## src/rtl/instr_scan_block.sv

```systemverilog
// Pre-decode stage: splits a fetch block into per-parcel instruction slots, carries a
// 32-bit instruction that straddles two blocks, and classifies control flow.
module instr_scan_block #(
   parameter int FETCH_WIDTH = 64,
   localparam int NPARCEL = FETCH_WIDTH / 16
) (
   input  logic                        clk_i,
   input  logic                        rst_i,
   input  logic                        flush_i,
   input  logic                        valid_i,
   output logic                        ready_o,
   input  logic [FETCH_WIDTH-1:0]      data_i,
   input  logic [63:0]                 addr_i,
   output logic                        valid_o,
   input  logic                        ready_i,
   output logic [NPARCEL-1:0]          instr_valid_o,
   output logic [NPARCEL-1:0][31:0]    instr_o,
   output logic [NPARCEL-1:0][63:0]    instr_addr_o,
   output logic [NPARCEL-1:0]          is_rvc_o,
   output logic [NPARCEL-1:0][2:0]     cf_type_o,
   output logic [NPARCEL-1:0][63:0]    imm_o
);

   localparam int OFFW = $clog2(FETCH_WIDTH / 8);

   localparam logic [2:0] CF_NONE   = 3'd0;
   localparam logic [2:0] CF_BRANCH = 3'd1;
   localparam logic [2:0] CF_JUMP   = 3'd2;
   localparam logic [2:0] CF_JALR   = 3'd3;
   localparam logic [2:0] CF_RETURN = 3'd4;
   localparam logic [2:0] CF_CALL   = 3'd5;

   function automatic logic is_link(input logic [4:0] r);
      return (r == 5'd1) || (r == 5'd5);
   endfunction

   // Returns {cf_type, sign-extended immediate}.
   function automatic logic [66:0] cf_decode(input logic [31:0] i, input logic rvc);
      logic        [2:0]  cf;
      logic signed [63:0] imm;
      cf  = CF_NONE;
      imm = '0;
      if (rvc) begin
         if (i[1:0] == 2'b01 && i[15:13] == 3'b101) begin
            cf  = CF_JUMP;
            imm = {{52{i[12]}}, i[12], i[8], i[10:9], i[6], i[7], i[2], i[11], i[5:3], 1'b0};
         end else if (i[1:0] == 2'b01 && i[15:14] == 2'b11) begin
            cf  = CF_BRANCH;
            imm = {{55{i[12]}}, i[12], i[6:5], i[2], i[11:10], i[4:3], 1'b0};
         end else if (i[1:0] == 2'b10 && i[15:13] == 3'b100 && i[6:2] == 5'd0 && i[11:7] != 5'd0) begin
            if (i[12])
               cf = CF_CALL;
            else
               cf = is_link(i[11:7]) ? CF_RETURN : CF_JALR;
         end
      end else begin
         case (i[6:0])
            7'b1100011: begin
               cf  = CF_BRANCH;
               imm = {{51{i[31]}}, i[31], i[7], i[30:25], i[11:8], 1'b0};
            end
            7'b1101111: begin
               cf  = is_link(i[11:7]) ? CF_CALL : CF_JUMP;
               imm = {{43{i[31]}}, i[31], i[19:12], i[20], i[30:21], 1'b0};
            end
            7'b1100111: begin
               if (is_link(i[11:7]))
                  cf = CF_CALL;
               else
                  cf = is_link(i[19:15]) ? CF_RETURN : CF_JALR;
            end
            default: cf = CF_NONE;
         endcase
      end
      return {cf, imm};
   endfunction

   logic                     pend_p1;
   logic [15:0]              held_p1;
   logic [63:0]              held_addr_p1;

   logic [NPARCEL:0][15:0]   pext;
   logic [63:0]              base;
   logic [NPARCEL-1:0]       iv_p0, rvc_p0;
   logic [NPARCEL-1:0][31:0] ins_p0;
   logic [NPARCEL-1:0][63:0] adr_p0, imm_p0;
   logic [NPARCEL-1:0][2:0]  cf_p0;
   logic                     pend_p0;
   logic [15:0]              held_p0;
   logic [63:0]              held_addr_p0;
   logic                     unused_addr_lsb;

   assign unused_addr_lsb = addr_i[0];
   assign pext    = {16'h0000, data_i};
   assign base    = {addr_i[63:OFFW], {OFFW{1'b0}}};
   assign ready_o = !valid_o || ready_i;

   // Stage p0: scan parcels and decode each occupied slot.
   always_comb begin
      int  start;
      logic skip;
      iv_p0        = '0;
      rvc_p0       = '0;
      ins_p0       = '0;
      adr_p0       = '0;
      cf_p0        = '0;
      imm_p0       = '0;
      pend_p0      = 1'b0;
      held_p0      = held_p1;
      held_addr_p0 = held_addr_p1;
      skip         = 1'b0;
      start        = pend_p1 ? 1 : int'(addr_i[OFFW-1:1]);
      if (pend_p1) begin
         iv_p0[0]  = 1'b1;
         ins_p0[0] = {pext[0], held_p1};
         adr_p0[0] = held_addr_p1;
      end
      for (int p = 0; p < NPARCEL; p++) begin
         if (skip) begin
            skip = 1'b0;
         end else if (p >= start) begin
            if (pext[p][1:0] != 2'b11) begin
               iv_p0[p]  = 1'b1;
               rvc_p0[p] = 1'b1;
               ins_p0[p] = {16'h0000, pext[p]};
               adr_p0[p] = base + 64'(2 * p);
            end else if (p == NPARCEL - 1) begin
               pend_p0      = 1'b1;
               held_p0      = pext[p];
               held_addr_p0 = base + 64'(2 * p);
            end else begin
               iv_p0[p]  = 1'b1;
               ins_p0[p] = {pext[p+1], pext[p]};
               adr_p0[p] = base + 64'(2 * p);
               skip      = 1'b1;
            end
         end
      end
      for (int k = 0; k < NPARCEL; k++) begin
         if (iv_p0[k])
            {cf_p0[k], imm_p0[k]} = cf_decode(ins_p0[k], rvc_p0[k]);
      end
   end

   // Stage p1: registered output slots and straddle holding register.
   always_ff @(posedge clk_i) begin
      if (rst_i) begin
         valid_o       <= 1'b0;
         pend_p1       <= 1'b0;
         held_p1       <= '0;
         held_addr_p1  <= '0;
         instr_valid_o <= '0;
         instr_o       <= '0;
         instr_addr_o  <= '0;
         is_rvc_o      <= '0;
         cf_type_o     <= '0;
         imm_o         <= '0;
      end else if (flush_i) begin
         valid_o <= 1'b0;
         pend_p1 <= 1'b0;
      end else if (valid_i && ready_o) begin
         valid_o       <= 1'b1;
         pend_p1       <= pend_p0;
         held_p1       <= held_p0;
         held_addr_p1  <= held_addr_p0;
         instr_valid_o <= iv_p0;
         instr_o       <= ins_p0;
         instr_addr_o  <= adr_p0;
         is_rvc_o      <= rvc_p0;
         cf_type_o     <= cf_p0;
         imm_o         <= imm_p0;
      end else if (ready_i) begin
         valid_o <= 1'b0;
      end
   end

endmodule

```

## config.mk

```make
export PLATFORM = sky130hd
export DESIGN_NAME = instr_scan_block
export DESIGN_NICKNAME = d
export VERILOG_FILES = /design/src/rtl/instr_scan_block.sv
export SDC_FILE = /design/constraint.sdc
export NUM_CORES = 1
export LEC_CHECK = 0
export ABC_AREA = 1
export BUFFER_PORTS_ARGS = -buffer_cell sky130_fd_sc_hd__buf_2
export CAP_MARGIN = 30
export CORE_AREA = 2 2 305 307
export CTS_CLUSTER_DIAMETER = 40
export DETAILED_ROUTE_END_ITERATION = 16
export DIE_AREA = 0 0 307 309
export PLACE_DENSITY = 0.58
export REMOVE_ABC_BUFFERS = 1
export SETUP_SLACK_MARGIN = 0.1
export SLEW_MARGIN = 25
export SYNTH_ARGS = -nofsm -noshare
export SYNTH_HDL_FRONTEND = slang
export SYNTH_SLANG_ARGS = --single-unit
```

## constraint.sdc

```tcl
create_clock -name clk_i -period 1.9 [get_ports clk_i]
set_input_delay 0.19 -clock clk_i [delete_from_list [all_inputs] [get_ports clk_i]]
set_output_delay 0.19 -clock clk_i [all_outputs]
set_load 0.01 [all_outputs]
```

==> out/summary.json, run 1 <==
{
  "timing.max_slew.rel_slack_pct": 39.29,
  "global_route.usage.total_pct": 19.02,
  "gpl.final_weighted_congestion": 0.9119,
  "largest_net_degree_at_the_start_of_global_routing": 134,
  "worstHoldStart": "rst_i",
  "ys.warnings.count": 0,
  "r2r.worst_path.cells": 11,
  "worst_hold_slack_ns": -0.08583,
  "synth_area_sq_mm": 0.02321,
  "postRouteWirelength_mm": 100.9,
  "clkLatencyLatePin_ns": 0.65,
  "post-place-cells": 4989,
  "reg2reg_to": "instr_addr_o[175]",
  "worst_r2r_startpoint": "pend_p1",
  "drt-initial-drc-count": 1850,
  "asyncSetResetFlopFracSynth_pct": 0,
  "setup_viol": 179,
  "highest_ir_drop_seen_on_vdd_v": 0.0006790,
  "synth_seq_area_share_pct": 45.46,
  "gr-total-overflow": 0,
  "htree_num_levels": 3,
  "initial_antenna_violation_count": 4,
  "synth_common_cells": "794 x sky130_fd_sc_hd__nand2_1, 562 x sky130_fd_sc_hd__a21oi_1, 527 x sky130_fd_sc_hd__dfxtp_1",
  "clock_tree.buffer_depth": 3,
  "pin_count": 795,
  "hpwlAfterDp_mm": 69.23,
  "placement.cell_area_sq_mm": 0.02858,
  "design.final.nets": 4198,
  "cp.arrival_ns": 2.63,
  "synth_edf_count": 0,
  "detail_route.vias_per_cell": 4.671,
  "clkSlewWorstSetupHoldPaths_ns": 0.06,
  "ctsHoldBuffers": 110,
  "syn_inst": 3177,
  "pwr_per_cell_area_mw_per_mm2": 936.7,
  "min_path_type": "input port to register",
  "final_report_max_slew_violation_count": 0,
  "timing.clock.skew_ns": 0.02860,
  "die_area_sq_mm": 0.09486,
  "reg2reg_setup_slack_ns": -0.16,
  "worst_setup_end_kind": "register",
  "total_design_power_mw": 33.49,
  "timing.final.crit_period_ns": 2.060,
  "period_share_pct": 108.4,
  "die_width_um": 307,
  "max_clock_freq_ghz": 0.4854,
  "crit_path_class": "register to register",
  "drtAntennaViolNets": 0,
  "cp.required_ns": 2.47,
  "firstDrtPassIters": 5,
  "yosysTopAreaCell": "sky130_fd_sc_hd__dfxtp_1",
  "first_pass_grt_wire_length_mm": 140.2,
  "synth_flop_cell": "sky130_fd_sc_hd__dfxtp_1",
  "drive_above_1_share_pct": 39.73,
  "worst_slack_ns": -0.1601,
  "portion_of_synthesized_cell_area_occupied_by_the_leading_cell_type_pct": 45.46,
  "worstPathMaxFanout": 8,
  "core_region_area_sq_mm": 0.09139,
  "violations": "hold timing, setup timing",
  "count_of_endpoints_failing_hold_in_the_final_timing_report": 23,
  "crit_path_start_kind": "register",
  "min_to": "instr_o[68]",
  "wl_per_cell_um": 18.92,
  "drv_cap": 0,
  "result_of_the_run": "finished with violations",
  "stdcell_area_sq_mm": 0.03576,
  "synth.distinct_cells": 43,
  "synth.top_cells.by_area": "sky130_fd_sc_hd__dfxtp_1 45%, sky130_fd_sc_hd__nand2_1 13%, sky130_fd_sc_hd__a21oi_1 12%, sky130_fd_sc_hd__buf_4 7.1%, sky130_fd_sc_hd__o21ai_0 5.9%",
  "rsz_0062_raised_after_global_routing": "true",
  "routed-via-count": 24910,
  "postSynthRegisterBits": 527,
  "final_cells": 5332,
  "post-place-ws_ns": -0.1290,
  "tritoncts": "built",
  "dieHeight_um": 309,
  "most_repeated_cell_in_the_gate_level_netlist_after_synthesis": "sky130_fd_sc_hd__nand2_1",
  "area_growth_syn_to_layout_pct": 54.08,
  "numCtsBuffers": 92,
  "tightestPinTransition_ns": 0.9107,
  "cts_sinks": 527,
  "post_synth.cell_area_avg_sq_um": 7.304,
  "via_count_of_the_first_global_routing_pass": 22620,
  "cts_root_buf": "sky130_fd_sc_hd__clkbuf_16",
  "remaining_drc_errors": 0,
  "fill_cells": 9356,
  "start_util_pct": 25.39,
  "p_leak_nw": 16.57,
  "placement_rows": 111,
  "hold_path_depth": 2,
  "place.port_buffers": 767
}
critical path, cell delays in order, from the launching register on:
cell and delay, ns:
sky130_fd_sc_hd__dfxtp_4 0.36, sky130_fd_sc_hd__nor2_4 0.18, sky130_fd_sc_hd__nand3_4 0.19, sky130_fd_sc_hd__nand2_8 0.20, sky130_fd_sc_hd__nand2_8 0.09, sky130_fd_sc_hd__buf_12 0.14, sky130_fd_sc_hd__nor2_4 0.12, sky130_fd_sc_hd__buf_6 0.12
sky130_fd_sc_hd__buf_12 0.16, sky130_fd_sc_hd__buf_12 0.17, sky130_fd_sc_hd__nand2_2 0.07, sky130_fd_sc_hd__a21oi_2 0.14
worst max path at each step:
stage,from,endpoint,cells after the start
after floorplan,valid_o,imm_o[126],9
after global placement,pend_p1,cf_type_o[0],11
after detailed placement,pend_p1,cf_type_o[0],11
after CTS,pend_p1,cf_type_o[3],13
after global routing,pend_p1,instr_addr_o[175],11
final,pend_p1,instr_addr_o[175],11
cell usage in the layout (no fill, tap or decap), drive strengths merged, types with 14 or more instances in the layout:
| cell type | netlist | routed |
|---|---|---|
| a21oi | 563 | 563 |
| buf | 269 | 1058 |
| clkbuf | 149 | 125 |
| clkinv | 3 | 25 |
| conb | 1 | 26 |
| dfxtp | 527 | 527 |
| dlygate4sd3 | 0 | 110 |
| inv | 206 | 226 |
| nand2 | 813 | 816 |
| nand3 | 144 | 144 |
| nand4 | 20 | 20 |
| nor2 | 131 | 131 |
| o211ai | 25 | 25 |
| o21a | 14 | 14 |
| o21ai | 283 | 283 |
cells by family after synthesis:
kind of cell           share of synthesized area [%]
AOI/OAI and AO/OA                              20.15
buffers and inverters                          14.10
DFF                                            45.46
other                                        0.01616
and+or+nand+nor                                20.27
flip-flops by register name, indices dropped and copies added, names as in the netlist, 3 cells and up:
register       cells
instr_addr_o     246
cf_type_o         12
held_p1           16
instr_o          112
is_rvc_o           3
held_addr_p1      62
imm_o             71
instr_valid_o      3
layout make-up:
cell class | count | area (sq um) | area share, %
diodes | 3 | 7.507 | 0.02100
clock buffers | 110 | 2481 | 6.939
clock inverters | 62 | 793.3 | 2.219
inverters | 209 | 824.5 | 2.306
multi-input cells | 2051 | 11290 | 31.59
flip-flops and latches | 527 | 10550 | 29.52
well taps | 1186 | 1484 | 4.150
repair buffers | 1183 | 8310 | 23.24
repair inverters | 1 | 6.256 | 0.01750
power by group:
group	internal (mW)	switching, mW	total [mW]
registers	11.5	0.238	11.8
logic	1.66	2.62	4.28
clock network	11.1	6.32	17.4
total	24.3	9.18	33.5
through the flow:
step / TNS (ns) / utilization, %
3_3_place_gp: -4.543 / 31.28
2_1_floorplan: - / -
4_1_cts: -0.07170 / 36.55
6_report: -10.98 / 39.13
3_5_place_dp: -5.835 / 31.28
5_1_grt: -32.76 / 39.12
per-layer routing:
metal / GRT usage, % / vias to the layer above / share of wire (%)
met5: 0 / - / 0.013
met4: 8.100 / 2 / 3.8
met3: 4.830 / 213 / 7.5
met2: 31.85 / 984 / 48
met1: 23.11 / 11700 / 41
li1: - / 12010 / -
what timing repair did:
action                                  4_1_cts  5_1_grt
pin swaps                                    11       95
endpoints found under the hold margin       390       23
buffers inserted                             10       26
resized for setup                            85      463
endpoints found under the setup margin      276      417
gates cloned                                  4       18
Note: power is estimated with default switching activity, not from simulation.
==> inputs of run 2 (changes only) <==
Settings changed: CORE_AREA 2 2 305 307 to 2 2 307 309, DIE_AREA 0 0 307 309 to 0 0 309 311, PLACE_DENSITY 0.58 to 0.57.
==> run 2 against run 1 <==
  * The run ends with setup timing left
  * Via count grew 0.17%
  * Cell count increased by 1.9%
  * First-iteration DRC count is 10% lower
  * Critical path type unchanged
  * Critical endpoint is now imm_o[143]
==> out/summary.json, run 2 (synthesis results as in run 1) <==
{
  "setup_tns": {"value": -2.398, "unit": "ns", "change": "+8.582 ns"},
  "area_growth_syn_to_layout_pct": 55.73,
  "biggestRegsByFlops": "instr_addr_o (246), instr_o (112), imm_o (71)",
  "mostFrequentLayoutCell": "sky130_fd_sc_hd__buf_2",
  "firstDrtPassIters": {"value": 7, "change": "+2"},
  "worst_slack": {"value": -0.08269, "unit": "ns", "change": "+0.07738 ns"},
  "global_route.usage.total": {"value": 19.51, "unit": "%", "change": "+0.50 points"},
  "remaining_drc_errors": {"value": 0, "change": "unchanged"},
  "worst_hold_slack": {"value": 0.05320, "unit": "ns", "change": "+0.1390 ns"},
  "clkSlewWorstSetupHoldPaths": {"value": 0.05, "unit": "ns", "change": "about the same"},
  "clock_tree.buffer_depth": {"value": 3, "change": "unchanged"},
  "largest_net_degree_at_the_start_of_global_routing": {"value": 98, "change": "-27%"},
  "numCtsBuffers": {"value": 89, "change": "-3.3%"},
  "setup_viol": {"value": 95, "change": "-47%"},
  "cp.arrival": {"value": 2.57, "unit": "ns", "change": "-0.06 ns"},
  "crit_path_class": "register to register",
  "pin_count": {"value": 795, "change": "unchanged"},
  "p_int": {"value": 24.23, "unit": "mW", "change": "-0.33%"},
  "total_design_power": {"value": 33.46, "unit": "mW", "change": "about the same"},
  "final_cells": {"value": 5432, "change": "+1.9%"},
  "pwr_per_cell_area": {"value": 925.9, "unit": "mW/mm^2", "change": "-1.2%"},
  "crit_path_start_kind": "register",
  "cp.required": {"value": 2.48, "unit": "ns", "change": "about the same"},
  "hpwlAfterDp": {"value": 69.58, "unit": "mm", "change": "+0.51%"},
  "worstPathMaxFanout": {"value": 7, "change": "-1"},
  "drtAntennaViolNets": {"value": 0, "change": "unchanged"},
  "core_region_area": {"value": 0.09277, "unit": "sq mm", "change": "+1.5%"},
  "gpl.final_weighted_congestion": {"value": 0.9285, "change": "+1.8%"},
  "design.final.nets": {"value": 4232, "change": "+0.81%"},
  "tritoncts": "built",
  "timing.max_slew.rel_slack": {"value": 60.16, "unit": "%", "change": "+21 points"},
  "drive_above_1_share": {"value": 39.25, "unit": "%", "change": "-0.48 points"},
  "place.port_buffers": {"value": 767, "change": "unchanged"},
  "drv_cap": {"value": 0, "change": "unchanged"},
  "detail_route.vias_per_cell": {"value": 4.593, "change": "-1.7%"},
  "die_width": {"value": 309, "unit": "um", "change": "+0.65%"},
  "min_path_type": "input port to register",
  "cts_root_buf": "sky130_fd_sc_hd__clkbuf_16",
  "htree_num_levels": {"value": 3, "change": "unchanged"},
  "result_of_the_run": "finished with violations",
  "fill_cells": {"value": 9462, "change": "+1.1%"},
  "switching_share": {"value": 27.57, "unit": "%", "change": "+0.17 points"},
  "postRouteWirelength": {"value": 101.8, "unit": "mm", "change": "+0.94%"},
  "worst_setup_end_kind": "register",
  "gr-total-overflow": {"value": 0, "change": "unchanged"},
  "initial_antenna_violation_count": {"value": 4, "change": "unchanged"},
  "placement_rows": {"value": 112, "change": "+0.90%"},
  "tightestPinTransition": {"value": 0.5975, "unit": "ns", "change": "-0.3131 ns"},
  "multi_input_comb_area": {"value": 0.01094, "unit": "sq mm", "change": "-3.2%"},
  "cts_sinks": {"value": 527, "change": "unchanged"},
  "period_share": {"value": 104.4, "unit": "%", "change": "-4.1 points"},
  "largest_register_ffs": {"value": 246, "change": "unchanged"},
  "placement.cell_area": {"value": 0.02875, "unit": "sq mm", "change": "+0.60%"},
  "post-place-ws": {"value": -0.1782, "unit": "ns", "change": "-0.04916 ns"},
  "max_clock_freq": {"value": 0.5044, "unit": "GHz", "change": "+3.9%"},
  "post-place-cells": {"value": 5060, "change": "+1.4%"},
  "registers.top_by_ff_count": "instr_addr_o",
  "final_cell_mix": "766 x sky130_fd_sc_hd__buf_2, 711 x sky130_fd_sc_hd__nand2_1, 526 x sky130_fd_sc_hd__dfxtp_1, 476 x sky130_fd_sc_hd__a21oi_1, 210 x sky130_fd_sc_hd__buf_4",
  "stdcell_area": {"value": 0.03614, "unit": "sq mm", "change": "+1.1%"},
  "die_area": {"value": 0.09610, "unit": "sq mm", "change": "+1.3%"},
  "routed-via-count": {"value": 24950, "change": "+0.17%"},
  "first_pass_grt_wire_length": {"value": 144.3, "unit": "mm", "change": "+2.9%"},
  "final_core_utilization": {"value": 38.96, "unit": "%", "change": "-0.17 points"},
  "highest_ir_drop_seen_on_vdd": {"value": 0.0007248, "unit": "V", "change": "+6.7%"},
  "via_count_of_the_first_global_routing_pass": {"value": 23010, "change": "+1.7%"},
  "drt-initial-drc-count": {"value": 1660, "change": "-10%"},
  "dieHeight": {"value": 311, "unit": "um", "change": "+0.65%"},
  "count_of_endpoints_failing_hold_in_the_final_timing_report": {"value": 0, "change": "-100%"},
  "clkLatencyLatePin": {"value": 0.66, "unit": "ns", "change": "about the same"},
  "timing.clock.skew": {"value": 0.03363, "unit": "ns", "change": "+0.005031 ns"},
  "p_switching": {"value": 9.225, "unit": "mW", "change": "+0.52%"},
  "final_report_max_slew_violation_count": {"value": 0, "change": "unchanged"},
  "seq_power_share": {"value": 35.2, "unit": "%", "change": "about the same"},
  "regArea": {"value": 0.01055, "unit": "sq mm", "change": "unchanged"},
  "share_clk_of_total_power": {"value": 51.8, "unit": "%", "change": "-0.3 points"},
  "rsz_0062_raised_after_global_routing": "true",
  "timing.final.crit_period": {"value": 1.983, "unit": "ns", "change": "-0.07738 ns"},
  "violations": "setup timing",
  "p_comb_share": {"value": 13.1, "unit": "%", "change": "+0.3 points"},
  "wl_per_cell": {"value": 18.74, "unit": "um", "change": "-0.92%"},
  "start_util": {"value": 25.01, "unit": "%", "change": "-0.38 points"},
  "p_leak": {"value": 16.48, "unit": "nW", "change": "-0.59%"}
}
## run 2: path summary, 6_finish.rpt
| path | from | to | slack [ns] | cells after the start |
|---|---|---|---|---|
| worst max register to register | pend_p1 | imm_o[143] | -0.08 | 12 |
| worst min-delay path | data_i[47] | instr_o[63] | 0.05 | 5 |
| worst max-delay path | pend_p1 | imm_o[143] | -0.08 | 12 |
| worst min register to register | held_addr_p1[40] | held_addr_p1[40] | 0.44 | 2 |
## run 2: metal layers
layer | wire length, um | track usage (%)
met1 | 41460 | 24.16
met2 | 47950 | 31.95
met3 | 8164 | 4.775
met4 | 4232 | 8.528
met5 | 13 | 0
## run 2: area by class of cell
cell class,count,area share [%]
Timing Repair inverter,1,0.02077
Antenna cell,2,0.01385
Tap cell,1254,4.342
Timing Repair Buffer,1222,24.91
Sequential cell,527,29.20
Clock inverter,61,2.330
Clock buffer,107,6.606
Multi-Input combinational cell,2049,30.26
Inverter,209,2.309
## run 2: power groups by stage
stage	logic [mW]	clock network [mW]	registers (mW)
finish	4.38	17.3	11.8
global route	4.69	18.1	11.8
CTS	4.03	17.6	11.8
detailed placement	3.51	0	12.0
global placement	3.51	0	12.0
floorplan	1.30	0	12.2
## run 2: critical path: stages (launching register included)
cell and delay [ns]:
sky130_fd_sc_hd__dfxtp_4 0.37, sky130_fd_sc_hd__nor2_4 0.19, sky130_fd_sc_hd__nand3_4 0.15, sky130_fd_sc_hd__nand2_8 0.16, sky130_fd_sc_hd__buf_6 0.12, sky130_fd_sc_hd__nand4_4 0.12
sky130_fd_sc_hd__nor2_4 0.18, sky130_fd_sc_hd__nand2_4 0.09, sky130_fd_sc_hd__nand2_4 0.10, sky130_fd_sc_hd__nand2_4 0.08, sky130_fd_sc_hd__nand2_4 0.12, sky130_fd_sc_hd__nand3_1 0.08
sky130_fd_sc_hd__a21oi_1 0.13
## run 2: repair_timing
| item | CTS | global route |
|---|---|---|
| resized for setup | 204 | 350 |
| pin swaps | 64 | 86 |
| hold endpoints to repair | 381 | 1 |
| cloned | 13 | 18 |
| hold buffers | 112 | 1 |
| buffers inserted | 36 | 24 |
| setup endpoints to repair | 332 | 408 |
==> inputs of run 3 (changes only) <==
==> constraint.sdc (replaced) <==
create_clock -name clk_i -period 1.9 [get_ports clk_i]
set_input_delay 0.19 -clock clk_i [delete_from_list [all_inputs] [get_ports clk_i]]
set_output_delay 0.19 -clock clk_i [all_outputs]
set_load 0.05 [all_outputs]
==> run 3 against run 2 <==
  * Core utilization is 0.91 points higher
  * Highest routed layer is now met4
  * Clock skew hardly changed
  * Setup slack worse by 0.048 ns
  * The run still ends with setup timing left
  * Combinational power is 35% higher
  * First-iteration DRC count is 1.6% lower
  * Clock power is 2% higher
  * Cell count is 0.41% higher
  * Sequential power hardly changed
  * Global-route usage hardly changed
==> out/summary.json, run 3 (synthesis results as in run 1) <==
{
  "result_of_the_run": "finished with violations",
  "violations": "setup timing",
  "total_design_power": {"value": 35.37, "unit": "mW", "change": "+5.7%"},
  "antenna_cells_inserted": {"value": 0, "change": "-2"},
  "clkLatencyLatePin": {"value": 0.67, "unit": "ns", "change": "about the same"},
  "p_switching": {"value": 10.69, "unit": "mW", "change": "+16%"},
  "cts_root_buf": "sky130_fd_sc_hd__clkbuf_16",
  "tightestPinTransition": {"value": 0.7695, "unit": "ns", "change": "+0.1720 ns"},
  "crit_path_frequent_cell": "sky130_fd_sc_hd__nand2_4",
  "place.port_buffers": {"value": 767, "change": "unchanged"},
  "final_report_max_slew_violation_count": {"value": 0, "change": "unchanged"},
  "crit_path_top_delay_cell": "sky130_fd_sc_hd__dfxtp_4",
  "pin_count": {"value": 795, "change": "unchanged"},
  "timing.final.crit_period": {"value": 2.031, "unit": "ns", "change": "+0.04842 ns"},
  "met1Wirelength": {"value": 41.84, "unit": "mm", "change": "+0.92%"},
  "highest_ir_drop_seen_on_vdd": {"value": 0.0007147, "unit": "V", "change": "-1.4%"},
  "start_util": {"value": 25.01, "unit": "%", "change": "unchanged"},
  "firstDrtPassIters": {"value": 6, "change": "-1"},
  "post-place-cells": {"value": 5062, "change": "+0.040%"},
  "largest_register_ffs": {"value": 246, "change": "unchanged"},
  "cts_sinks": {"value": 527, "change": "unchanged"},
  "initial_antenna_violation_count": {"value": 0, "change": "-4"},
  "detail_route.vias_per_cell": {"value": 4.631, "change": "+0.82%"},
  "p_leak": {"value": 16.81, "unit": "nW", "change": "+2.0%"},
  "mostFrequentLayoutCell": "sky130_fd_sc_hd__buf_2",
  "met3RoutedLength": {"value": 7.538, "unit": "mm", "change": "-7.7%"},
  "final_cells": {"value": 5454, "change": "+0.41%"},
  "min_path_type": "input port to register",
  "path_delay_family": "simple AND/OR/NAND/NOR gates",
  "final_core_utilization": {"value": 39.87, "unit": "%", "change": "+0.91 points"},
  "share_clk_of_total_power": {"value": 50.1, "unit": "%", "change": "-1.7 points"},
  "setup_viol": {"value": 140, "change": "+47%"},
  "crit_chain": "nor2_4 > buf_6 > buf_6 > nand3_4 > nand2_4 > nand2_4 > nor2_4 > nand2_4 > buf_4 > o211ai_2 > nand3_1 > a21oi_1",
  "worst_setup_end_kind": "register",
  "gr-total-overflow": {"value": 0, "change": "unchanged"},
  "largest_net_degree_at_the_start_of_global_routing": {"value": 101, "change": "+3.1%"},
  "remaining_drc_errors": {"value": 0, "change": "unchanged"},
  "numCtsBuffers": {"value": 91, "change": "+2.2%"},
  "pwr_per_cell_area": {"value": 956.2, "unit": "mW/mm^2", "change": "+3.3%"},
  "first_pass_grt_wire_length": {"value": 144.7, "unit": "mm", "change": "+0.28%"},
  "drtAntennaViolNets": {"value": 0, "change": "unchanged"},
  "setup_tns": {"value": -7.066, "unit": "ns", "change": "-4.668 ns"},
  "p_int": {"value": 24.68, "unit": "mW", "change": "+1.8%"},
  "timing.clock.skew": {"value": 0.03402, "unit": "ns", "change": "+0.0003879 ns"},
  "design.final.nets": {"value": 4256, "change": "+0.57%"},
  "period_share": {"value": 106.9, "unit": "%", "change": "+2.5 points"},
  "global_route.usage.total": {"value": 19.53, "unit": "%", "change": "about the same"},
  "max_clock_freq": {"value": 0.4923, "unit": "GHz", "change": "-2.4%"},
  "rsz_0062_raised_after_global_routing": "true",
  "final_cell_mix": "713 x sky130_fd_sc_hd__buf_2, 692 x sky130_fd_sc_hd__nand2_1, 525 x sky130_fd_sc_hd__dfxtp_1, 462 x sky130_fd_sc_hd__a21oi_1, 267 x sky130_fd_sc_hd__buf_4",
  "clkSlewWorstSetupHoldPaths": {"value": 0.05, "unit": "ns", "change": "about the same"},
  "drive_above_1_share": {"value": 41.26, "unit": "%", "change": "+2.0 points"},
  "cp.required": {"value": 2.47, "unit": "ns", "change": "about the same"},
  "crit_path_start_kind": "register",
  "timing.max_slew.rel_slack": {"value": 48.70, "unit": "%", "change": "-11 points"},
  "routed-wl-met2": {"value": 48.68, "unit": "mm", "change": "+1.5%"},
  "worstHoldStart": "data_i[46]",
  "worst_r2r_startpoint": "pend_p1",
  "clock_tree.buffer_depth": {"value": 3, "change": "unchanged"},
  "core_region_area": {"value": 0.09277, "unit": "sq mm", "change": "unchanged"},
  "hpwlAfterDp": {"value": 68.99, "unit": "mm", "change": "-0.84%"},
  "worst_slack": {"value": -0.1311, "unit": "ns", "change": "-0.04842 ns"},
  "die_width": {"value": 309, "unit": "um", "change": "unchanged"},
  "via_count_of_the_first_global_routing_pass": {"value": 23230, "change": "+0.94%"},
  "gpl.final_weighted_congestion": {"value": 0.9261, "change": "-0.26%"},
  "routed-via-count": {"value": 25260, "change": "+1.2%"},
  "area_growth_syn_to_layout_pct": 59.38,
  "die_area": {"value": 0.09610, "unit": "sq mm", "change": "unchanged"},
  "crit_buf_inv": {"value": 3, "change": "+2"},
  "top_layer_used": "met4",
  "crit_path_class": "register to register",
  "registers.top_by_ff_count": "instr_addr_o",
  "tritoncts": "built",
  "worstPathMaxFanout": {"value": 6, "change": "-1"},
  "cp.arrival": {"value": 2.60, "unit": "ns", "change": "+0.03 ns"},
  "count_of_endpoints_failing_hold_in_the_final_timing_report": {"value": 0, "change": "unchanged"},
  "wl_per_cell": {"value": 18.72, "unit": "um", "change": "-0.13%"},
  "drt-initial-drc-count": {"value": 1634, "change": "-1.6%"},
  "dieHeight": {"value": 311, "unit": "um", "change": "unchanged"},
  "htree_num_levels": {"value": 3, "change": "unchanged"},
  "p_comb_share": {"value": 16.7, "unit": "%", "change": "+3.6 points"},
  "switching_share": {"value": 30.22, "unit": "%", "change": "+2.6 points"},
  "placement_rows": {"value": 112, "change": "unchanged"},
  "seq_power_share": {"value": 33.2, "unit": "%", "change": "-2.0 points"},
  "crit_start": "pend_p1",
  "cpPeakStageDelay": {"value": 0.37, "unit": "ns", "change": "about the same"},
  "postRouteWirelength": {"value": 102.1, "unit": "mm", "change": "+0.27%"},
  "biggestRegsByFlops": "instr_addr_o (246), instr_o (112), imm_o (71)",
  "drv_cap": {"value": 0, "change": "unchanged"}
}
-- run 3: cell count changes in the layout (fill, tap and decap cells not counted), sizes merged --
cell,before,now
buf,1094,1111
bufinv,13,14
clkbuf,122,121
clkinv,22,30
diode,2,0
dlygate4sd3,113,116
inv,228,221
nand2,814,816
nand3,144,145
-- run 3: cell type report --
type | instances | area (sq um)
multi-input cells | 2052 | 11430
inverters | 209 | 849.6
repair inverters | 1 | 8.758
well taps | 1254 | 1569
flip-flops and latches | 527 | 10560
clock inverters | 63 | 872.1
repair buffers | 1241 | 9228
clock buffers | 107 | 2469
fillers | 9408 | 55780
-- run 3: power groups by stage --
stage               clock, mW  sequential [mW]  combinational (mW)
floorplan                   0             13.6                1.40
global placement            0             12.0                4.98
detailed placement          0             12.0                4.98
CTS                      18.0             11.7                5.49
global route             18.5             11.8                6.24
finish                   17.7             11.8                5.90
-- run 3: worst paths after layout --
| path | endpoint | slack, ns | cells after the start |
|---|---|---|---|
| setup reg to reg | imm_o[1] | -0.13 | 12 |
| setup / recovery | imm_o[1] | -0.13 | 12 |
| hold / removal | instr_o[62] | 0.10 | 5 |
| hold reg to reg | held_addr_p1[47] | 0.44 | 2 |
-- run 3: metrics by stage --
stage,setup WS [ns],hold WS (ns),area (sq um)
floorplan,-23.75,0.2591,20820
global placement,-0.2751,0.4319,28740
detailed placement,-0.2566,0.4358,28740
CTS,-0.1003,0.01416,34740
global route,-0.2454,0.05889,36990
finish,-0.1311,0.1023,36990
-- run 3: timing repair --
item / 4_1_cts / 5_1_grt
setup buffers: 36 / 45
hold buffers: 116 / 0
setup endpoints to repair: 498 / 550
gates cloned: 13 / 15
pin swaps: 56 / 149
resized for setup: 270 / 473
endpoints found under the hold margin: 393 / 0
-- run 3: routing by layer --
metal	vias to the layer above	global-route usage [%]
met4	0	8.583
met3	189	4.577
met2	937	32.36
met5	-	0
li1	12120	-
met1	12010	23.97
-- run 3: worst reg2reg max path, delay by kind of cell (launching register included) --
kind | cells | cell delay [ns]
flip-flops | 1 | 0.37
buffers and inverters | 3 | 0.40
AND/OR/NAND/NOR | 7 | 0.90
AO/OA/AOI/OAI | 2 | 0.28
